$ cat src/rtl/wb_pkg.sv
// Shared encodings for the writeback stage: result-select codes, load funct3 values, FSM state.
// Also holds the load-size/signedness decode used by the lane aligner.
package wb_pkg;

    localparam logic [1:0] WB_SEL_PC4 = 2'd0;
    localparam logic [1:0] WB_SEL_ALU = 2'd1;
    localparam logic [1:0] WB_SEL_IMM = 2'd2;
    localparam logic [1:0] WB_SEL_MEM = 2'd3;

    localparam logic [2:0] F3_LB  = 3'b000;
    localparam logic [2:0] F3_LH  = 3'b001;
    localparam logic [2:0] F3_LW  = 3'b010;
    localparam logic [2:0] F3_LD  = 3'b011;
    localparam logic [2:0] F3_LBU = 3'b100;
    localparam logic [2:0] F3_LHU = 3'b101;
    localparam logic [2:0] F3_LWU = 3'b110;

    typedef enum logic {
        ST_IDLE     = 1'b0,
        ST_WAIT_MEM = 1'b1
    } wb_state_t;

    // log2 of the access size in bytes; 111 and (on RV32) LD collapse onto a word
    function automatic logic [1:0] load_size(input logic [2:0] funct3, input int xlen);
        logic [1:0] sz;
        sz = funct3[1:0];
        if (funct3 == 3'b111) sz = 2'd2;
        if (xlen == 32 && sz == 2'd3) sz = 2'd2;
        return sz;
    endfunction

    function automatic logic load_signed(input logic [2:0] funct3);
        return (funct3[2] == 1'b0) || (funct3 == 3'b111);
    endfunction

endpackage

$ cat src/rtl/wb_load_align.sv
// Load lane extraction: picks the byte/half/word/dword at addr_lo and sign/zero-extends it.
// Purely combinational, no latency, no flow control; misalign flag only with WB_MISALIGN_CHECK_EN.
// Without the check, offset bits below the access size are ignored (containing aligned unit).
module wb_load_align
    import wb_pkg::*;
#(
    parameter int XLEN = 32,
    parameter int OW   = $clog2(XLEN / 8)
) (
    input  logic [XLEN-1:0] rdata,
    input  logic [2:0]      funct3,
    input  logic [OW-1:0]   addr_lo,
    output logic [XLEN-1:0] data
`ifdef WB_MISALIGN_CHECK_EN
    ,
    output logic            misalign
`endif
);

    logic [1:0]      sz;
    logic            sgn;
    logic            sbit;
    logic [OW-1:0]   lo_mask;
    logic [OW-1:0]   off;
    logic [XLEN-1:0] shifted;
    logic [XLEN-1:0] keep_mask;

    always_comb begin
        sz      = load_size(funct3, XLEN);
        sgn     = load_signed(funct3);
        // a shift that overflows OW bits yields 0, so the mask becomes all-ones for full-width units
        lo_mask = (OW'(1) << sz) - OW'(1);
        off     = addr_lo & ~lo_mask;
        shifted = rdata >> {off, 3'b000};
        case (sz)
            2'd0:    begin keep_mask = XLEN'(8'hFF);         sbit = shifted[7];  end
            2'd1:    begin keep_mask = XLEN'(16'hFFFF);      sbit = shifted[15]; end
            2'd2:    begin keep_mask = XLEN'(32'hFFFF_FFFF); sbit = shifted[31]; end
            default: begin keep_mask = '1;                   sbit = 1'b0;        end
        endcase
        data = shifted & keep_mask;
        if (sgn && sbit) data = data | ~keep_mask;
`ifdef WB_MISALIGN_CHECK_EN
        misalign = |(addr_lo & lo_mask);
`endif
    end

endmodule

$ cat src/rtl/wb_stage.sv
// Writeback stage: selects PC+4/ALU/IMM/load data and issues a one-cycle register-file write.
// Latency: non-load 1 cycle after accept; load 1 cycle after the response edge.
// Backpressure: ready_o low while a load waits for its response or flush; optional WB_MISALIGN_CHECK_EN.
module wb_stage
    import wb_pkg::*;
#(
    parameter int XLEN   = 32,
    parameter int REG_AW = 5
) (
    input  logic                      clk_i,
    input  logic                      rst_n_i,
    input  logic                      valid_i,
    output logic                      ready_o,
    input  logic [1:0]                sel_i,
    input  logic [XLEN-1:0]           pc_plus4_i,
    input  logic [XLEN-1:0]           alu_result_i,
    input  logic [XLEN-1:0]           imm_i,
    input  logic [REG_AW-1:0]         rd_i,
    input  logic                      rd_we_i,
    input  logic [2:0]                funct3_i,
    input  logic [$clog2(XLEN/8)-1:0] addr_lo_i,
    input  logic                      mem_rvalid_i,
    input  logic [XLEN-1:0]           mem_rdata_i,
    input  logic                      flush_i,
    output logic                      rf_we_o,
    output logic [REG_AW-1:0]         rf_waddr_o,
    output logic [XLEN-1:0]           rf_wdata_o
`ifdef WB_MISALIGN_CHECK_EN
    ,
    output logic                      misalign_o
`endif
);

    localparam int OW = $clog2(XLEN / 8);

    wb_state_t         state_q, state_d;
    logic              accept;
    logic              wb_now;
    logic              ld_start;
    logic              ld_done;
    logic [XLEN-1:0]   sel_data;
    logic [XLEN-1:0]   ld_data;
    logic [REG_AW-1:0] ld_rd_q;
    logic              ld_we_q;
    logic [2:0]        ld_f3_q;
    logic [OW-1:0]     ld_off_q;
`ifdef WB_MISALIGN_CHECK_EN
    logic              ld_mis;
`endif

    always_ff @(posedge clk_i or negedge rst_n_i) begin
        if (!rst_n_i) state_q <= ST_IDLE;
        else          state_q <= state_d;
    end

    always_comb begin
        state_d = state_q;
        case (state_q)
            ST_IDLE:     if (valid_i && sel_i == WB_SEL_MEM) state_d = ST_WAIT_MEM;
            ST_WAIT_MEM: if (flush_i || mem_rvalid_i)         state_d = ST_IDLE;
            default:     state_d = ST_IDLE;
        endcase
    end

    always_comb begin
        ready_o  = (state_q == ST_IDLE);
        accept   = ready_o && valid_i;
        wb_now   = accept && (sel_i != WB_SEL_MEM);
        ld_start = accept && (sel_i == WB_SEL_MEM);
        // flush beats a same-cycle response; the response is simply dropped
        ld_done  = (state_q == ST_WAIT_MEM) && mem_rvalid_i && !flush_i;
        case (sel_i)
            WB_SEL_PC4: sel_data = pc_plus4_i;
            WB_SEL_ALU: sel_data = alu_result_i;
            WB_SEL_IMM: sel_data = imm_i;
            default:    sel_data = '0;
        endcase
    end

    wb_load_align #(
        .XLEN (XLEN),
        .OW   (OW)
    ) u_align (
        .rdata    (mem_rdata_i),
        .funct3   (ld_f3_q),
        .addr_lo  (ld_off_q),
        .data     (ld_data)
`ifdef WB_MISALIGN_CHECK_EN
        ,
        .misalign (ld_mis)
`endif
    );

    always_ff @(posedge clk_i or negedge rst_n_i) begin
        if (!rst_n_i) begin
            ld_rd_q  <= '0;
            ld_we_q  <= 1'b0;
            ld_f3_q  <= '0;
            ld_off_q <= '0;
        end else if (ld_start) begin
            ld_rd_q  <= rd_i;
            ld_we_q  <= rd_we_i && (rd_i != '0);
            ld_f3_q  <= funct3_i;
            ld_off_q <= addr_lo_i;
        end
    end

    always_ff @(posedge clk_i or negedge rst_n_i) begin
        if (!rst_n_i) begin
            rf_we_o    <= 1'b0;
            rf_waddr_o <= '0;
            rf_wdata_o <= '0;
`ifdef WB_MISALIGN_CHECK_EN
            misalign_o <= 1'b0;
`endif
        end else begin
            rf_we_o <= 1'b0;
`ifdef WB_MISALIGN_CHECK_EN
            misalign_o <= 1'b0;
`endif
            if (wb_now) begin
                rf_we_o    <= rd_we_i && (rd_i != '0);
                rf_waddr_o <= rd_i;
                rf_wdata_o <= sel_data;
            end else if (ld_done) begin
                rf_waddr_o <= ld_rd_q;
                rf_wdata_o <= ld_data;
`ifdef WB_MISALIGN_CHECK_EN
                rf_we_o    <= ld_we_q && !ld_mis;
                misalign_o <= ld_mis;
`else
                rf_we_o    <= ld_we_q;
`endif
            end
        end
    end

endmodule

$ cat config.mk
export PLATFORM = sky130hd
export DESIGN_NAME = wb_stage
export DESIGN_NICKNAME = d
export VERILOG_FILES = /design/src/rtl/wb_pkg.sv /design/src/rtl/wb_load_align.sv /design/src/rtl/wb_stage.sv
export SDC_FILE = /design/constraint.sdc
export NUM_CORES = 1
export LEC_CHECK = 0
export BUFFER_PORTS_ARGS = -buffer_cell sky130_fd_sc_hd__buf_2
export CAP_MARGIN = 20
export CORE_MARGIN = 2
export CORE_UTILIZATION = 47
export CTS_BUF_LIST = sky130_fd_sc_hd__clkbuf_4
export DETAILED_ROUTE_END_ITERATION = 12
export PLACE_DENSITY = 0.83
export SYNTH_ARGS = -nofsm -noshare
export SYNTH_HDL_FRONTEND = slang
export SYNTH_SLANG_ARGS = --single-unit
export TNS_END_PERCENT = 50
$ cat constraint.sdc
create_clock -name clk_i -period 3.8 [get_ports clk_i]
set_clock_uncertainty 0.15 [all_clocks]
set_input_delay 0.95 -clock clk_i [delete_from_list [all_inputs] [get_ports clk_i]]
set_output_delay 0.95 -clock clk_i [all_outputs]
set_load 0.01 [all_outputs]
# Word-level counts from Yosys, hierarchy flattened
# Cells that the tools add are included.
# totals
regBits	50
latchBits	0
ramBits	0
mem_bits_ro	0
in_bits	146
memories	0
# op_classes
n_addsub	1
mul	0
div	0
n_lt_le_gt_ge	0
eq_ne	8
shifts	2
n_mux	15
bitwise	7
n_reduce_logical	15
# op_table
operator	n
two-way mux 32 bit	3
one-hot mux 32 bit (3 select lines)	1
one-hot mux 32 bit (2 select lines)	1
bitwise AND 32 bit	1
NOT 32 bit	1
bitwise OR 32 bit	1
right shift 32 x 5 -> 32 bit	1
two-way mux 5 bit	2
equality test 2 bit (second input constant)	4
logical AND 1 bit	8
nonzero test 5 bit	1
equality test 2 x 1 -> 1 bit (second input constant)	2
zero test 2 bit	2
two-way mux 1 bit	4
two-way mux 2 bit	2
equality test 3 bit (second input constant)	1
one-hot mux 1 bit (3 select lines)	1
bitwise AND 2 bit	1
logical OR 1 bit	2
inequality test 2 bit (second input constant)	1
NOT 1 bit	2
NOT 2 bit	1
one-hot mux 1 bit (2 select lines)	1
nonzero test 2 bit	1
other kinds (3)	3

# Depth between registers and ports, before layout
# logic_depth
ltp_word	14
mapped_depth	9

# Modules after synthesis
# From an unflattened synthesis, not the netlist that was laid out.
# hier_totals
hier_cells	373
area_unflattened_um2	3873.7
# modules_own_cells
module	instances	cells_each	area_per_inst_um2	seq_area_each_um2
wb_stage	1	291	3206.8	1251.2
wb_load_align	1	82	666.9	0.0

# Least setup slack after synthesis
# OpenSTA, ideal clock, no wires.
# synth_path
kind	reg-to-reg
from	reg ld_f3_q[1]
to	reg rf_wdata_o[6]
arrival_ns	2.393
t_required_ns	3.527
slack_ns	1.135
stages_incl_launch_ff	9
n_path_buf	3
path_cell_list	dfrtp_1 buf_6 or2_2 clkbuf_1 ha_1 nand2_4 buf_2 mux4_2 o221a_2
# synth_via
elab_chain_cells	14
elab_cells_between_ends	20
classes_between	add/sub (1); eq/ne (4); shift (2); mux (6); bitwise (4); reduce/logical (3)
# synth_rtl
item	line	text
from (decl)	wb_stage.sv:45	logic [2:0] ld_f3_q;
from (signal assigned)	wb_stage.sv:103	ld_f3_q <= funct3_i;
equality test 3 bit	wb_pkg.sv:27, wb_pkg.sv:33	
two-way mux 2 bit	wb_pkg.sv:27	if (funct3 == 3'b111) sz = 2'd2;
equality test 2 bit	wb_pkg.sv:28	if (xlen == 32 && sz == 2'd3) sz = 2'd2;
two-way mux 2 bit	wb_pkg.sv:28	
left shift 1 x 2 -> 2 bit	wb_load_align.sv:32	lo_mask = (OW'(1) << sz) - OW'(1);
subtractor 2 bit	wb_load_align.sv:32	
NOT 2 bit	wb_load_align.sv:33	off = addr_lo & ~lo_mask;
bitwise AND 2 bit	wb_load_align.sv:33	
right shift 32 x 5 -> 32 bit	wb_load_align.sv:34	shifted = rdata >> {off, 3'b000};
one-hot mux 1 bit (3 select lines) / bitwise AND 32 bit (equally long branches)	wb_load_align.sv:35, wb_load_align.sv:41	
logical AND 1 bit / bitwise OR 32 bit (equally long branches)	wb_load_align.sv:42	if (sgn && sbit) data = data | ~keep_mask;
two-way mux 32 bit *	wb_load_align.sv:42	
two-way mux 32 bit *	wb_stage.sv:125	end else if (ld_done) begin
two-way mux 32 bit *	wb_stage.sv:121	if (wb_now) begin
to (signal assigned)	wb_stage.sv:124	rf_wdata_o <= sel_data;
to (signal assigned)	wb_stage.sv:127	rf_wdata_o <= ld_data;
to (decl)	wb_stage.sv:27	output logic [XLEN-1:0] rf_wdata_o
# Mark *: on every way between the ends. The rest lies on a longest branch, timed or not. The select of a mux whose other input is x is not followed.
# A chain may end at the register's enable or synchronous reset.

# Worst setup path in the final report
# layout_path
from	reg ld_f3_q[1]
to	reg rf_wdata_o[20]
# Same word-level chain as after synthesis.

==> results.md <==
- Yosys attributes the largest share of cell area to sky130_fd_sc_hd__dfrtp_1 (37%), sky130_fd_sc_hd__mux2i_1 (9.7%), sky130_fd_sc_hd__mux2_2 (8.0%).
- Counting distinct cell types in the post-synthesis netlist gives 44.
- Synthesis inferred 50 register bits.
- The ratio of routed vias to standard cells is 5.73.
- The clock sink count is 50.
- The max-slew violation total from the final report is 0.
- The area of the die is between 7000 and 8000 µm².
- On the critical path the largest part of the delay comes from compound AO/OA/AOI/OAI gates.
- In the finished design, the share of the clock period the worst path needs comes to 0.753.
- In this run the most critical hold path is launched from ld_we_q.
- Walking the worst path, the cells encountered are or2_2 -> ha_1 -> nand2_4 -> mux2i_1 -> o311a_4 -> a222oi_1.
- The type of element capturing the critical path is a register.
- The flow ran to the end, and the final reports show no timing, DRC or antenna violations.
- The met3 demand-to-capacity share in global routing is 0.0480.
- The worst path arrival time is a little under 3000 ps.
- The worst register-to-register path begins at ld_f3_q[1].
- After layout, the design draws a total of roughly 1.7 mW.
- The total area inside the core boundary comes to about 6900 µm².
- Entering global routing, the biggest net connects 51 pins.
- The cell count after synthesis came out at 355.
- The number of antenna violations at the first check in global routing is 0.
- Counting the fill cells in the layout gives ~620.
- The number of primary I/O pins is between 150 and 200.
- Counting along the longest clock path gives a buffer depth of 2.
- The final instance count without filler cells is around 620.
- The congestion estimate from routability-driven global placement came to between 0.8 and 0.9.
- The post-synthesis net count is ~500.
- For the worst-skew pair, the clock arrives at the later sink with an insertion delay of approximately 360 ps.
- Post-CTS repair changed the size of 0 cells.
- The layer flagged by global routing as most heavily used is met2.
- The critical path contains buffers and inverters numbering 0 combined.
- In this design, the stage delay of the slowest critical-path cell is 510 ps.
- The y dimension of the die is roughly 89 µm.
- The relative slew slack is 0.328.
- The final global-route overflow total is 0.
- The final-layout worst hold slack is ~370 ps.
- After the last flow step, the layout net total stands at 670.
- Among all flip-flop cells after synthesis, the most frequent one is sky130_fd_sc_hd__dfrtp_1.
- The multi-input combinational cells in the finished layout cover a total of roughly 1900 µm².
- The number of buffers added by the clock tree synthesis step is 5.
- The root buffer selected by CTS is sky130_fd_sc_hd__clkbuf_4.
- sky130_fd_sc_hd__dfrtp_1 takes more of the synthesized area than any other cell.
- The number of hold violations in the final report is 0.
- Setup violations remaining at the end of the flow were counted as 0.
- The total inserted antenna cells is 0.
- For this run, the register share of the synthesized area comes to 0.369.
- The global-route wire length before repair is between 15 and 20 mm.
- The number of H-tree branching levels is 2.
- The horizontal extent of the die is 89.0 µm.
- The first routing iteration left 299 violations.
- Setup repair after global routing left no endpoint under its margin.
- Max-cap violations in this run came to 0.
- Buffers inserted to repair hold after CTS numbered 0.
- The first-pass detailed-route iteration total is 6.
- Of the cells placed in the final design, the portion with a size suffix greater than 1 is 0.446.
- The share of async-settable or async-resettable flops after synthesis is 1.00.
- The total half-perimeter wirelength after legalization and detailed placement is 8.60 mm.
- Each instance of the synthesized netlist takes up on average between 9 and 10 µm².
- The count of nets left with antenna violations once routing finished came out at 0.
- The number of synthesized flops with an enable pin is 0.
- The storage element area is between 1000 and 1500 µm².
- The critical path launch point type is a register.
- For this design the ratio of total power to cell area is between 300 and 400 nW/µm².
- The clock-pin slew on the worst setup and hold paths is 140 ps.
- For the pin with the worst max-slew slack, the measured transition is 1010 ps.
- The critical path is of the reg2reg type.
- The data required time of the worst path is about 4000 ps.
- The fraction of post-synthesis cell area in the top cell type by area is 0.369.
- The buffers inserted during post-CTS setup optimization is 0.
- The static leakage power is 2.27 nW.
- The fmax is approximately 350 MHz.
- For this run, global-route usage on met1 was measured as 0.346.
- The total global-route track usage is 0.270.
- The number of global-route vias before repair is approximately 3300.
- Summing over every cut layer, the via total after detailed routing is about 3500.
- The placement row count is 30.
- During placement, the flow inserted port buffers numbering about 180.
- Summing every instance area after synthesis gives 3390 µm².
- The layout-stage area growth over the synthesis result is 30.4%.
- The post-placement cell count is 611.
- The worst path in the final design needs a cycle of roughly 2900 ps, including I/O delays and setup.
- In this run the worst path has a maximum fanout of 16.
- The total negative slack is 0 ps.
- The CTS tree is done.
- In the global route stage, met2 resource usage came out at 0.474.
- The residual DRC count is 0.
- The worst-path cell with the longest stage delay is sky130_fd_sc_hd__dfrtp_1.
- For this configuration, the core starts out at a cell density of 0.491.
- The warning count from the yosys run is 0.
- VDD sags by at most approximately 0.00018 V.
- The final layout contains routed wiring with a total length of around 11 mm.
- The library cells used most frequently in the layout, excluding fill and tap cells, are sky130_fd_sc_hd__buf_2 (184), sky130_fd_sc_hd__dfrtp_1 (50), sky130_fd_sc_hd__nand2_1 (47).
- The class of the tightest hold or removal check is reg2reg.
- In the final routed layout, each cell accounts on average for 17.9 µm.
- The critical path launch point is ld_f3_q[1].
- Leaving out fill and tap cells, the most frequent cell in the layout is sky130_fd_sc_hd__buf_2.
## area by class of cell
class                      count  area share
multi-input combinational    251       0.431
timing repair buffer         189       0.221
clock buffer                   5     0.00848
inverter                      26      0.0221
tap                           96      0.0271
clock inverter                 2     0.00763
sequential                    50       0.283
## sequential cells by signal, indices dropped and copies added, names as in the netlist
signal and cells:
ld_rd_q 5, ld_off_q 2, rf_wdata_o 32, state_q 1, rf_we_o 1, ld_we_q 1
ld_f3_q 3, rf_waddr_o 5
## worst paths after layout
path / endpoint / slack [ps] / depth (start not counted)
worst max-delay path: rf_wdata_o[20] / 940 / 6
worst min-delay path: rf_we_o / 370 / 2
worst max register to register: rf_wdata_o[20] / 940 / 6
worst min register to register: rf_we_o / 370 / 2
max in group asynchronous: rf_wdata_o[20] / 2520 / 2
min in group asynchronous: rf_wdata_o[0] / 440 / 1
## layer usage
layer,vias to the layer above,wire (µm)
met5,-,0
met4,0,189
met3,20,976
met2,203,5680
met1,1681,4250
li1,1640,-
## cells by family after synthesis
group	after synthesis	synth area share
AND/OR/NAND/NOR	100	0.131
adder cells (fa/ha/maj)	1	0.00369
AO/OA/AOI/OAI	85	0.193
buffers and inverters	54	0.0708
flip-flops	50	0.369
multiplexers	65	0.233
## tightest hold or removal path, cell delays in order, from the launching register on
cell and delay, ps:
sky130_fd_sc_hd__dfrtp_1 380, sky130_fd_sc_hd__nand2_1 50, sky130_fd_sc_hd__o21ai_0 60
## Yosys cell counts (7+ instances only)
cell	count
sky130_fd_sc_hd__o21ai_0	7
sky130_fd_sc_hd__mux2i_1	33
sky130_fd_sc_hd__nand2_1	47
sky130_fd_sc_hd__mux2_2	24
sky130_fd_sc_hd__a211oi_1	11
sky130_fd_sc_hd__a222oi_1	16
sky130_fd_sc_hd__a21oi_1	20
sky130_fd_sc_hd__dfrtp_1	50
sky130_fd_sc_hd__buf_2	9
sky130_fd_sc_hd__nor2_1	34
sky130_fd_sc_hd__a221oi_1	8
sky130_fd_sc_hd__inv_1	26
sky130_fd_sc_hd__clkbuf_1	14
## power by group
group / internal (mW) / total (mW) / leakage (nW) / switching, mW
clock: 0.133 / 0.296 / 0.0387 / 0.162
combinational: 0.326 / 0.682 / 1.65 / 0.356
sequential: 0.631 / 0.709 / 0.581 / 0.0782
## through the flow
stage | setup WS [ps] | instance area, µm² | utilization
2_1_floorplan | 1130 | 3390 | -
3_3_place_gp | 826 | 4330 | 0.626
3_5_place_dp | 724 | 4330 | 0.626
4_1_cts | 950 | 4400 | 0.637
5_1_grt | 754 | 4430 | 0.641
6_report | 940 | 4430 | 0.641
No activity file was read; power rests on OpenSTA's default activity.
